## config.mk

```make
export PLATFORM = sky130hd
export DESIGN_NAME = uart_tx_framer
export DESIGN_NICKNAME = d
export VERILOG_FILES = /design/src/rtl/uart_tx_framer.sv
export SDC_FILE = /design/constraint.sdc
export NUM_CORES = 1
export LEC_CHECK = 0
export ABC_AREA = 0
export CORE_ASPECT_RATIO = 0.7
export CORE_MARGIN = 5
export CORE_UTILIZATION = 45
export DETAILED_ROUTE_END_ITERATION = 7
export GPL_TIMING_DRIVEN = 1
export PLACE_DENSITY_LB_ADDON = 0.2
export SLEW_MARGIN = 10
export SYNTH_ARGS = -nofsm -noshare
export SYNTH_HDL_FRONTEND = slang
export SYNTH_SLANG_ARGS = --single-unit
```

## constraint.sdc

```tcl
create_clock -name clk -period 2.35 [get_ports clk]
set_input_delay 0.47 -clock clk [delete_from_list [all_inputs] [get_ports clk]]
set_output_delay 0.47 -clock clk [all_outputs]
set_load 0.03 [all_outputs]
```

## src/rtl/uart_tx_framer.sv

```systemverilog
// ----------------------------------------------------------------------------
// uart_tx_framer
//
// Buffered UART transmit framer. Words arrive on a valid/ready handshake, wait
// in a small circular FIFO and are sent on the serial line as one start bit
// (0), DATA_W data bits MSB first and STOP_BITS stop bits (1). Each bit lasts
// CLKS_PER_BIT clocks. The line idles high, and back-to-back frames have no
// idle gap between them.
//
// Ports
//   clk         rising-edge clock
//   rst         asynchronous, active-low reset
//   in_valid    in_data holds a word to send
//   in_data     word to transmit (DATA_W bits)
//   in_ready    FIFO can accept a word (combinational from the registered count)
//   tx          serial line, registered, idle high
//   busy        registered, high whenever the serialiser is not idle
//   fifo_count  number of words held in the FIFO, registered
// ----------------------------------------------------------------------------
module uart_tx_framer #(
    parameter int DATA_W       = 5,
    parameter int FIFO_DEPTH   = 4,
    parameter int CLKS_PER_BIT = 1,
    parameter int STOP_BITS    = 1
) (
    input  logic                              clk,
    input  logic                              rst,
    input  logic                              in_valid,
    input  logic [DATA_W-1:0]                 in_data,
    output logic                              in_ready,
    output logic                              tx,
    output logic                              busy,
    output logic [$clog2(FIFO_DEPTH+1)-1:0]   fifo_count
);

    localparam int CNT_W = $clog2(FIFO_DEPTH + 1);
    localparam int PTR_W = $clog2(FIFO_DEPTH);
    // A one-clock bit still needs a 1-bit counter so the compare stays legal.
    localparam int CLK_W = (CLKS_PER_BIT > 1) ? $clog2(CLKS_PER_BIT) : 1;
    // DATA_W >= 2 guarantees at least one bit; STOP_BITS-1 (0 or 1) always fits.
    localparam int BIT_W = $clog2(DATA_W);

    localparam logic [CNT_W-1:0] COUNT_FULL = CNT_W'(FIFO_DEPTH);
    localparam logic [CNT_W-1:0] COUNT_ONE  = CNT_W'(1);
    localparam logic [CNT_W-1:0] COUNT_ZERO = CNT_W'(0);
    localparam logic [PTR_W-1:0] PTR_ONE    = PTR_W'(1);
    localparam logic [CLK_W-1:0] CLK_LAST   = CLK_W'(CLKS_PER_BIT - 1);
    localparam logic [CLK_W-1:0] CLK_ONE    = CLK_W'(1);
    localparam logic [CLK_W-1:0] CLK_ZERO   = CLK_W'(0);
    localparam logic [BIT_W-1:0] DATA_LAST  = BIT_W'(DATA_W - 1);
    localparam logic [BIT_W-1:0] STOP_LAST  = BIT_W'(STOP_BITS - 1);
    localparam logic [BIT_W-1:0] BIT_ONE    = BIT_W'(1);
    localparam logic [BIT_W-1:0] BIT_ZERO   = BIT_W'(0);

    typedef enum logic [1:0] {
        ST_IDLE  = 2'd0,
        ST_START = 2'd1,
        ST_DATA  = 2'd2,
        ST_STOP  = 2'd3
    } state_t;

    state_t                 state_q, state_d;
    logic                   tx_q, tx_d;
    logic                   busy_q, busy_d;
    logic [DATA_W-1:0]      sh_q, sh_d;
    logic [BIT_W-1:0]       bit_cnt_q, bit_cnt_d;
    logic [CLK_W-1:0]       clk_cnt_q, clk_cnt_d;
    logic [PTR_W-1:0]       rd_ptr_q, rd_ptr_d;
    logic [PTR_W-1:0]       wr_ptr_q, wr_ptr_d;
    logic [CNT_W-1:0]       fifo_count_q, fifo_count_d;
    logic [DATA_W-1:0]      mem_q [FIFO_DEPTH];
    logic [DATA_W-1:0]      mem_d [FIFO_DEPTH];

    logic                   in_ready_s;
    logic                   push_s;
    logic                   pop_s;
    logic                   bit_end_s;
    logic                   fifo_nonempty_s;

    // Serialiser next-state logic: decides pops, line level and shift contents.
    always_comb begin
        fifo_nonempty_s = (fifo_count_q != COUNT_ZERO);
        bit_end_s       = (clk_cnt_q == CLK_LAST);

        state_d   = state_q;
        tx_d      = tx_q;
        sh_d      = sh_q;
        bit_cnt_d = bit_cnt_q;
        clk_cnt_d = bit_end_s ? CLK_ZERO : (clk_cnt_q + CLK_ONE);
        pop_s     = 1'b0;

        case (state_q)
            ST_IDLE: begin
                tx_d      = 1'b1;
                clk_cnt_d = CLK_ZERO;
                bit_cnt_d = BIT_ZERO;
                if (fifo_nonempty_s) begin
                    pop_s   = 1'b1;
                    sh_d    = mem_q[rd_ptr_q];
                    tx_d    = 1'b0;
                    state_d = ST_START;
                end else begin
                    state_d = ST_IDLE;
                end
            end
            ST_START: begin
                if (bit_end_s) begin
                    tx_d      = sh_q[DATA_W-1];
                    sh_d      = {sh_q[DATA_W-2:0], 1'b0};
                    bit_cnt_d = BIT_ZERO;
                    state_d   = ST_DATA;
                end else begin
                    state_d = ST_START;
                end
            end
            ST_DATA: begin
                if (bit_end_s) begin
                    if (bit_cnt_q == DATA_LAST) begin
                        tx_d      = 1'b1;
                        bit_cnt_d = BIT_ZERO;
                        state_d   = ST_STOP;
                    end else begin
                        tx_d      = sh_q[DATA_W-1];
                        sh_d      = {sh_q[DATA_W-2:0], 1'b0};
                        bit_cnt_d = bit_cnt_q + BIT_ONE;
                    end
                end else begin
                    state_d = ST_DATA;
                end
            end
            ST_STOP: begin
                if (bit_end_s) begin
                    if (bit_cnt_q == STOP_LAST) begin
                        bit_cnt_d = BIT_ZERO;
                        if (fifo_nonempty_s) begin
                            // Next frame starts straight after the last stop bit.
                            pop_s   = 1'b1;
                            sh_d    = mem_q[rd_ptr_q];
                            tx_d    = 1'b0;
                            state_d = ST_START;
                        end else begin
                            tx_d    = 1'b1;
                            state_d = ST_IDLE;
                        end
                    end else begin
                        bit_cnt_d = bit_cnt_q + BIT_ONE;
                    end
                end else begin
                    state_d = ST_STOP;
                end
            end
            default: begin
                tx_d      = 1'b1;
                clk_cnt_d = CLK_ZERO;
                bit_cnt_d = BIT_ZERO;
                state_d   = ST_IDLE;
            end
        endcase

        busy_d = (state_d != ST_IDLE);
    end

    // FIFO next-state logic: handshake, pointers, occupancy and storage.
    always_comb begin
        // Ready depends only on the registered count, so a push never lands on
        // a full FIFO even when a pop happens on the same edge.
        in_ready_s = (fifo_count_q < COUNT_FULL);
        push_s     = in_valid && in_ready_s;

        mem_d = mem_q;
        if (push_s) begin
            mem_d[wr_ptr_q] = in_data;
        end else begin
            mem_d[wr_ptr_q] = mem_q[wr_ptr_q];
        end

        wr_ptr_d = push_s ? (wr_ptr_q + PTR_ONE) : wr_ptr_q;
        rd_ptr_d = pop_s  ? (rd_ptr_q + PTR_ONE) : rd_ptr_q;

        case ({push_s, pop_s})
            2'b10:   fifo_count_d = fifo_count_q + COUNT_ONE;
            2'b01:   fifo_count_d = fifo_count_q - COUNT_ONE;
            default: fifo_count_d = fifo_count_q;
        endcase
    end

    // State register; reset abandons any frame in flight and empties the FIFO.
    always_ff @(posedge clk or negedge rst) begin
        if (!rst) begin
            state_q      <= ST_IDLE;
            tx_q         <= 1'b1;
            busy_q       <= 1'b0;
            sh_q         <= '0;
            bit_cnt_q    <= BIT_ZERO;
            clk_cnt_q    <= CLK_ZERO;
            rd_ptr_q     <= '0;
            wr_ptr_q     <= '0;
            fifo_count_q <= COUNT_ZERO;
            mem_q        <= '{default: '0};
        end else begin
            state_q      <= state_d;
            tx_q         <= tx_d;
            busy_q       <= busy_d;
            sh_q         <= sh_d;
            bit_cnt_q    <= bit_cnt_d;
            clk_cnt_q    <= clk_cnt_d;
            rd_ptr_q     <= rd_ptr_d;
            wr_ptr_q     <= wr_ptr_d;
            fifo_count_q <= fifo_count_d;
            mem_q        <= mem_d;
        end
    end

    assign in_ready   = in_ready_s;
    assign tx         = tx_q;
    assign busy       = busy_q;
    assign fifo_count = fifo_count_q;

endmodule

```

==> results_tabular.tex, run 1 <==
\begin{tabular}{lr}
\hline
Metric & Value \\
\hline
\multicolumn{2}{l}{\textbf{Clock tree}} \\
Maximum count of clock buffers along a single path & 2 \\
Number of H-tree levels & 2 \\
Clock latency at the later pin of the worst-skew pair & 280 ps \\
Clk Tree Root Cell & clkbuf\_8 \\
TritonCTS Sinks & 39 \\
Number of buffers added for setup after CTS & 0 \\
Hold\_buf cts & 0 \\
Clock slew at reported path FFs & 70 ps \\
TritonCTS clock tree & done \\
Resized cells post-CTS & 0 \\
Number of buffers inserted during clock tree synthesis & 5 \\
\multicolumn{2}{l}{\textbf{Run}} \\
Max-Cap Viols & 0 \\
\multicolumn{2}{l}{\textbf{Pwr}} \\
Peak supply drop & 0.679 mV \\
Leak pwr & 1.09 nW \\
Total power density per cell area & 1660 nW/um\^{}2 \\
Switching power summed over all nets & 0.00178 W \\
Internal portion of total power & 0.00235 W \\
Clock share of power & 11.9\% \\
Post-layout total power & 0.00413 W \\
Fraction of power consumed by combinational cells & 55.1\% \\
Switching fraction of total power & 43.1\% \\
Sequential group share of total power & 33.0\% \\
\multicolumn{2}{l}{\textbf{Route}} \\
Drt total wl & 4.23 mm \\
Count of nets left with antenna violations after detail routing & 0 \\
Residual DRC count & 0 \\
Initial drt markers & 70 \\
Ratio of routed vias to standard cells & 5.32 \\
Post-DR wirelength/cell & 14.6 um \\
Router iterations before antenna repair & 4 \\
Via Count & 1537 \\
\multicolumn{2}{l}{\textbf{Timing}} \\
Upper clock frequency limit & 468 MHz \\
Final setup viols & 0 \\
Final worst hold slack & 167 ps \\
Worst Skew & 3.54 ps \\
Tightest slew margin relative to the limit & 59.5\% \\
Count of final max-slew check failures & 0 \\
Setup\_tns & 0 ps \\
Minimum clock period & 2140 ps \\
Actual transition at the worst max-transition pin & 603 ps \\
Hold violation count in the final report & 0 \\
Fraction of the cycle the final worst path needs & 90.9\% \\
\multicolumn{2}{l}{\textbf{Floorplanning}} \\
Ports placed on the boundary & 14 \\
Die span in x & 93.3 um \\
Site row count & 21 \\
CORE AREA & 4730 sq um \\
Die height & 68.3 um \\
Starting utilization of the core area & 46.2\% \\
Total die area & 6370 sq um \\
\multicolumn{2}{l}{\textbf{Yosys}} \\
Count of yosys warnings during synthesis & 0 \\
Number of distinct library cells after synthesis & 36 \\
Total standard cell area after synthesis & 2190 sq um \\
Seq/Total Area, Yosys & 44.7\% \\
FF+latch count, synth & 39 \\
Average footprint of a synthesized cell & 10.3 sq um \\
Post-synth net total & 234 \\
Post-Syn Instances & 213 \\
\multicolumn{2}{l}{\textbf{Place}} \\
Placed wire-length estimate after detailed placement & 3.10 mm \\
Routability cong. & 0.810 \\
Count of buffers from port buffering & 13 \\
Cell Area, Placed & 2380 sq um \\
\multicolumn{2}{l}{\textbf{Worst hold path}} \\
Classification of the worst-slack hold path & in -> async \\
\multicolumn{2}{l}{\textbf{Layout}} \\
Util after Layout & 52.6\% \\
Number of inserted diodes & 0 \\
Fraction of final layout cells sized beyond drive strength 1 & 16.8\% \\
Relative area change from synthesis to final layout & 13.9\% \\
Most frequent cells in the layout & dfrtp\_1, a21oi\_1, nor2\_1 \\
Final Instance Area & 2490 sq um \\
Net total in the final layout & 252 \\
Leading cell type in the layout, fill and taps excluded & dfrtp\_1 \\
\multicolumn{2}{l}{\textbf{Worst setup path}} \\
Largest fanout on the critical path & 3 \\
Startpoint kind of the worst setup timing path & register \\
Critical path endpoint category & register \\
Critical path data required time & 2560 ps \\
Worst Path Arrival & 2340 ps \\
Count of cells along the worst register-to-register path & 10 \\
Crit path kind & reg -> reg \\
\multicolumn{2}{l}{\textbf{Global routing}} \\
Global route overflow & 0 \\
Global-route wire length before repair & 7.33 mm \\
GR Util All Layers & 15.1\% \\
Pin count of the biggest net entering global routing & 26 \\
Antenna violations before repair & 0 \\
Via count of the first global-routing pass & 1447 \\
\multicolumn{2}{l}{\textbf{Status}} \\
Run status & finished clean \\
\hline
\end{tabular}
-- cell families after synthesis --
kind of cell,synth area share [%]
buffers and inverters,5.55
AOI/OAI and AO/OA,17.2
xor gates and xnor gates,2.40
DFF,44.7
adders and majority gates,7.78
muxes,11.3
and+or+nand+nor,11.0
-- cell usage after synthesis --
master / number / area (sq um)
a221oi_1: 4 / 35.0
nand3b_1: 1 / 7.51
buf_2: 1 / 5.00
nor4_1: 1 / 6.26
nor3_1: 13 / 65.1
o311ai_1: 1 / 8.76
ha_1: 12 / 150
nor2_2: 1 / 6.26
mux2_2: 6 / 67.6
buf_6: 3 / 33.8
nand2_1: 2 / 7.51
a21oi_1: 34 / 170
fa_1: 1 / 20.0
a221oi_4: 1 / 26.3
or2_1: 1 / 6.26
mux2_4: 4 / 60.1
o211ai_1: 1 / 7.51
clkbuf_1: 3 / 11.3
buf_1: 4 / 15.0
nor2b_1: 2 / 12.5
dfrtp_1: 38 / 951
nand2b_1: 2 / 12.5
a21oi_2: 1 / 8.76
inv_1: 15 / 56.3
xnor2_1: 4 / 35.0
nor2_1: 29 / 109
o21ai_0: 2 / 10.0
mux2i_1: 12 / 120
o22ai_1: 1 / 6.26
a21o_1: 3 / 22.5
xor2_1: 2 / 17.5
a22oi_1: 1 / 7.51
a211oi_2: 1 / 12.5
nor2b_2: 1 / 8.76
dfstp_2: 1 / 26.3
a221oi_2: 4 / 60.1
-- per-stage QoR --
stage,worst slack (ps),cells
2_1_floorplan,150,213
3_3_place_gp,208,281
3_5_place_dp,167,281
4_1_cts,148,289
5_1_grt,-1.43,289
6_report,213,289
-- final cells by class --
class                           count  area [sq um]
Inverter                           15          56.3
Multi-Input combinational cell    148          1090
Fill cell                         428          2240
Clock buffer                        8           100
Tap cell                           57          71.3
Sequential cell                    39           978
Timing Repair Buffer               22           193
-- power by group through the flow --
stage | logic (W) | registers [W] | clock network [W]
after CTS | 0.00229 | 0.00136 | 0.000506
final | 0.00228 | 0.00136 | 0.000492
after floorplan | 0.00177 | 0.00131 | 0
after detailed placement | 0.00227 | 0.00137 | 0
after global placement | 0.00225 | 0.00137 | 0
after global routing | 0.00256 | 0.00141 | 0.000540
-- metal layers --
layer  GRT usage (%)  wire (um)  vias to the layer above
met3            3.74        138                        2
met5               0          0                        -
met4            4.39         24                        0
met2            20.9       1710                       19
met1            22.9       2360                      734
li1                -          -                      782
-- path summary, 6_finish.rpt --
check                                  start            end  slack, ps
max in group asynchronous                rst             tx       1560
worst min-delay path                     rst       mem_q[0]        170
min in group clk                bit_cnt_q[0]   bit_cnt_q[0]        480
worst max-delay path            bit_cnt_q[0]  fifo_count[2]        210
worst min register to register  bit_cnt_q[0]   bit_cnt_q[0]        480
worst max register to register  bit_cnt_q[0]  fifo_count[2]        210
-- critical path, stage by stage, from the launching register on --
cell	delay, ps
dfrtp_1	400
inv_1	60
ha_1	180
nand3b_1	130
a211oi_2	260
ha_2	240
inv_1	50
fa_1	370
xor2_1	150
nor2_1	110
xnor2_1	120
-- sequential cells by signal, summed over array words and instances (netlist names) --
| name | count |
|---|---|
| rd_ptr_q | 2 |
| wr_ptr_q | 2 |
| fifo_count | 3 |
| sh_q | 5 |
| mem_q | 20 |
| tx | 1 |
| state_q | 2 |
| busy | 1 |
| bit_cnt_q | 3 |
Power figures use the tool's default switching activity.
==> inputs of run 2 (changes only) <==
Settings changed: MAX_ROUTING_LAYER set to met4.
==> run 2 against run 1 <==
Net effect: clock skew shrank 1.1 ps; die area is the same; critical path depth shrank 1; combinational power is essentially flat; largest cell class unchanged; largest power group unchanged.
==> results_tabular.tex, run 2 (synthesis gave the netlist of run 1 again) <==
\begin{tabular}{lr}
\hline
Metric & Value \\
\hline
\multicolumn{2}{l}{\textbf{Status}} \\
Run status & finished clean (unchanged) \\
\multicolumn{2}{l}{\textbf{Worst setup path}} \\
Startpoint kind of the worst setup timing path & register (unchanged) \\
Largest fanout on the critical path & 5 (was 3) \\
Crit path kind & reg -> reg (unchanged) \\
Worst Path Arrival & 2340 ps (about the same) \\
Critical path data required time & 2560 ps (about the same) \\
Count of cells along the worst register-to-register path & 9 (was 10) \\
Critical path endpoint category & register (unchanged) \\
\multicolumn{2}{l}{\textbf{Layout}} \\
Register ranked first by flip-flop count & mem\_q (unchanged) \\
Number of inserted diodes & 0 (unchanged) \\
Util after Layout & 52.6\% (unchanged) \\
Largest register FFs & 20 (unchanged) \\
Final Instance Area & 2490 sq um (unchanged) \\
Leading cell type in the layout, fill and taps excluded & dfrtp\_1 (unchanged) \\
Net total in the final layout & 252 (unchanged) \\
Registers with the highest flip-flop counts & mem\_q x20, sh\_q x5 (unchanged) \\
Relative area change from synthesis to final layout & 13.9\% (unchanged) \\
Fraction of final layout cells sized beyond drive strength 1 & 16.8\% (unchanged) \\
Non-filler instance count after layout & 289 (unchanged) \\
Most frequent cells in the layout & dfrtp\_1, a21oi\_1, nor2\_1 (unchanged) \\
\multicolumn{2}{l}{\textbf{Global routing}} \\
Global route overflow & 0 (unchanged) \\
Global-route wire length before repair & 7.34 mm (was 7.33 mm) \\
Antenna violations before repair & 0 (unchanged) \\
GR Util All Layers & 15.6\% (was 15.1\%) \\
Via count of the first global-routing pass & 1451 (was 1447) \\
Pin count of the biggest net entering global routing & 26 (unchanged) \\
\multicolumn{2}{l}{\textbf{Route}} \\
Router iterations before antenna repair & 4 (unchanged) \\
Drt total wl & 4.25 mm (was 4.23 mm) \\
Ratio of routed vias to standard cells & 5.33 (was 5.32) \\
Count of nets left with antenna violations after detail routing & 0 (unchanged) \\
Post-DR wirelength/cell & 14.7 um (was 14.6 um) \\
Via Count & 1541 (was 1537) \\
Residual DRC count & 0 (unchanged) \\
Initial drt markers & 69 (was 70) \\
\multicolumn{2}{l}{\textbf{Floorplanning}} \\
Die height & 68.3 um (unchanged) \\
Site row count & 21 (unchanged) \\
Starting utilization of the core area & 46.2\% (unchanged) \\
Total die area & 6370 sq um (unchanged) \\
CORE AREA & 4730 sq um (unchanged) \\
Ports placed on the boundary & 14 (unchanged) \\
Die span in x & 93.3 um (unchanged) \\
\multicolumn{2}{l}{\textbf{Pwr}} \\
Post-layout total power & 0.00413 W (about the same) \\
Leak pwr & 1.09 nW (unchanged) \\
Total power density per cell area & 1660 nW/um\^{}2 (about the same) \\
Peak supply drop & 0.680 mV (was 0.679 mV) \\
\multicolumn{2}{l}{\textbf{Clock tree}} \\
Number of H-tree levels & 2 (unchanged) \\
Clock latency at the later pin of the worst-skew pair & 280 ps (about the same) \\
TritonCTS clock tree & done (unchanged) \\
TritonCTS Sinks & 39 (unchanged) \\
Number of buffers inserted during clock tree synthesis & 5 (unchanged) \\
Clk Tree Root Cell & clkbuf\_8 (unchanged) \\
Clock slew at reported path FFs & 70 ps (about the same) \\
Hold\_buf cts & 0 (unchanged) \\
Maximum count of clock buffers along a single path & 2 (unchanged) \\
\multicolumn{2}{l}{\textbf{Timing}} \\
Fraction of the cycle the final worst path needs & 90.9\% (about the same) \\
Worst Skew & 2.48 ps (was 3.54 ps) \\
Count of final max-slew check failures & 0 (unchanged) \\
Minimum clock period & 2140 ps (about the same) \\
Actual transition at the worst max-transition pin & 604 ps (was 603 ps) \\
Tightest slew margin relative to the limit & 59.3\% (was 59.5\%) \\
Hold violation count in the final report & 0 (unchanged) \\
Upper clock frequency limit & 468 MHz (about the same) \\
Final worst hold slack & 166 ps (was 167 ps) \\
Final setup viols & 0 (unchanged) \\
\multicolumn{2}{l}{\textbf{Place}} \\
Routability cong. & 0.822 (was 0.810) \\
Cell Area, Placed & 2380 sq um (unchanged) \\
Count of buffers from port buffering & 13 (unchanged) \\
Placed wire-length estimate after detailed placement & 3.10 mm (unchanged) \\
\# placed instances & 281 (unchanged) \\
\multicolumn{2}{l}{\textbf{Run}} \\
Max-Cap Viols & 0 (unchanged) \\
\multicolumn{2}{l}{\textbf{Worst hold path}} \\
Classification of the worst-slack hold path & in -> async (unchanged) \\
\hline
\end{tabular}
run 2: routing by layer:
| metal | global-route usage, % | wire length (um) | vias to the layer above |
|---|---|---|---|
| met1 | 23.1 | 2370 | 733 |
| met3 | 3.74 | 149 | 2 |
| met2 | 20.8 | 1710 | 23 |
| met5 | - | 0 | - |
| li1 | - | - | 783 |
| met4 | 4.39 | 24 | 0 |
run 2: path summary, 6_finish.rpt:
check,startpoint,slack (ps),to
min reg2reg,bit_cnt_q[0],480,bit_cnt_q[0]
min in group clk,bit_cnt_q[0],480,bit_cnt_q[0]
min,rst,170,mem_q[0]
max reg2reg,state_q[1],210,fifo_count[2]
max,state_q[1],210,fifo_count[2]
max in group asynchronous,rst,1550,tx
run 2: area by class of cell:
type / count / area, sq um
Tap cell: 57 / 71.3
Multi-Input combinational cell: 148 / 1090
Fill cell: 428 / 2240
Clock buffer: 8 / 100
Sequential cell: 39 / 978
Inverter: 15 / 56.3
Timing Repair Buffer: 22 / 193
run 2: power breakdown:
part | internal [W] | leakage [nW] | total [W] | switching [W]
logic | 0.00106 | 0.596 | 0.00228 | 0.00122
clock network | 0.000268 | 0.0515 | 0.000494 | 0.000226
registers | 0.00102 | 0.441 | 0.00136 | 0.000342
total | 0.00235 | 1.09 | 0.00413 | 0.00178
run 2: critical path, cell delays in order (launching register included):
cell and delay, ps:
dfrtp_1 410, inv_1 100, ha_1 310, a211oi_2 210, ha_2 240, inv_1 50
fa_1 370, xor2_1 150, nor2_1 110, xnor2_1 120
run 2: stage by stage:
stage | setup slack (ps) | TNS [ps]
2_1_floorplan | 150 | 0
3_5_place_dp | 167 | 0
6_report | 215 | 0
4_1_cts | 148 | 0
3_3_place_gp | 208 | 0
5_1_grt | -1.43 | -1.43
run 2: repair_timing:
item,in CTS,in global routing
buffers inserted,0,0
resized for setup,0,2
endpoints found under the setup margin,0,1
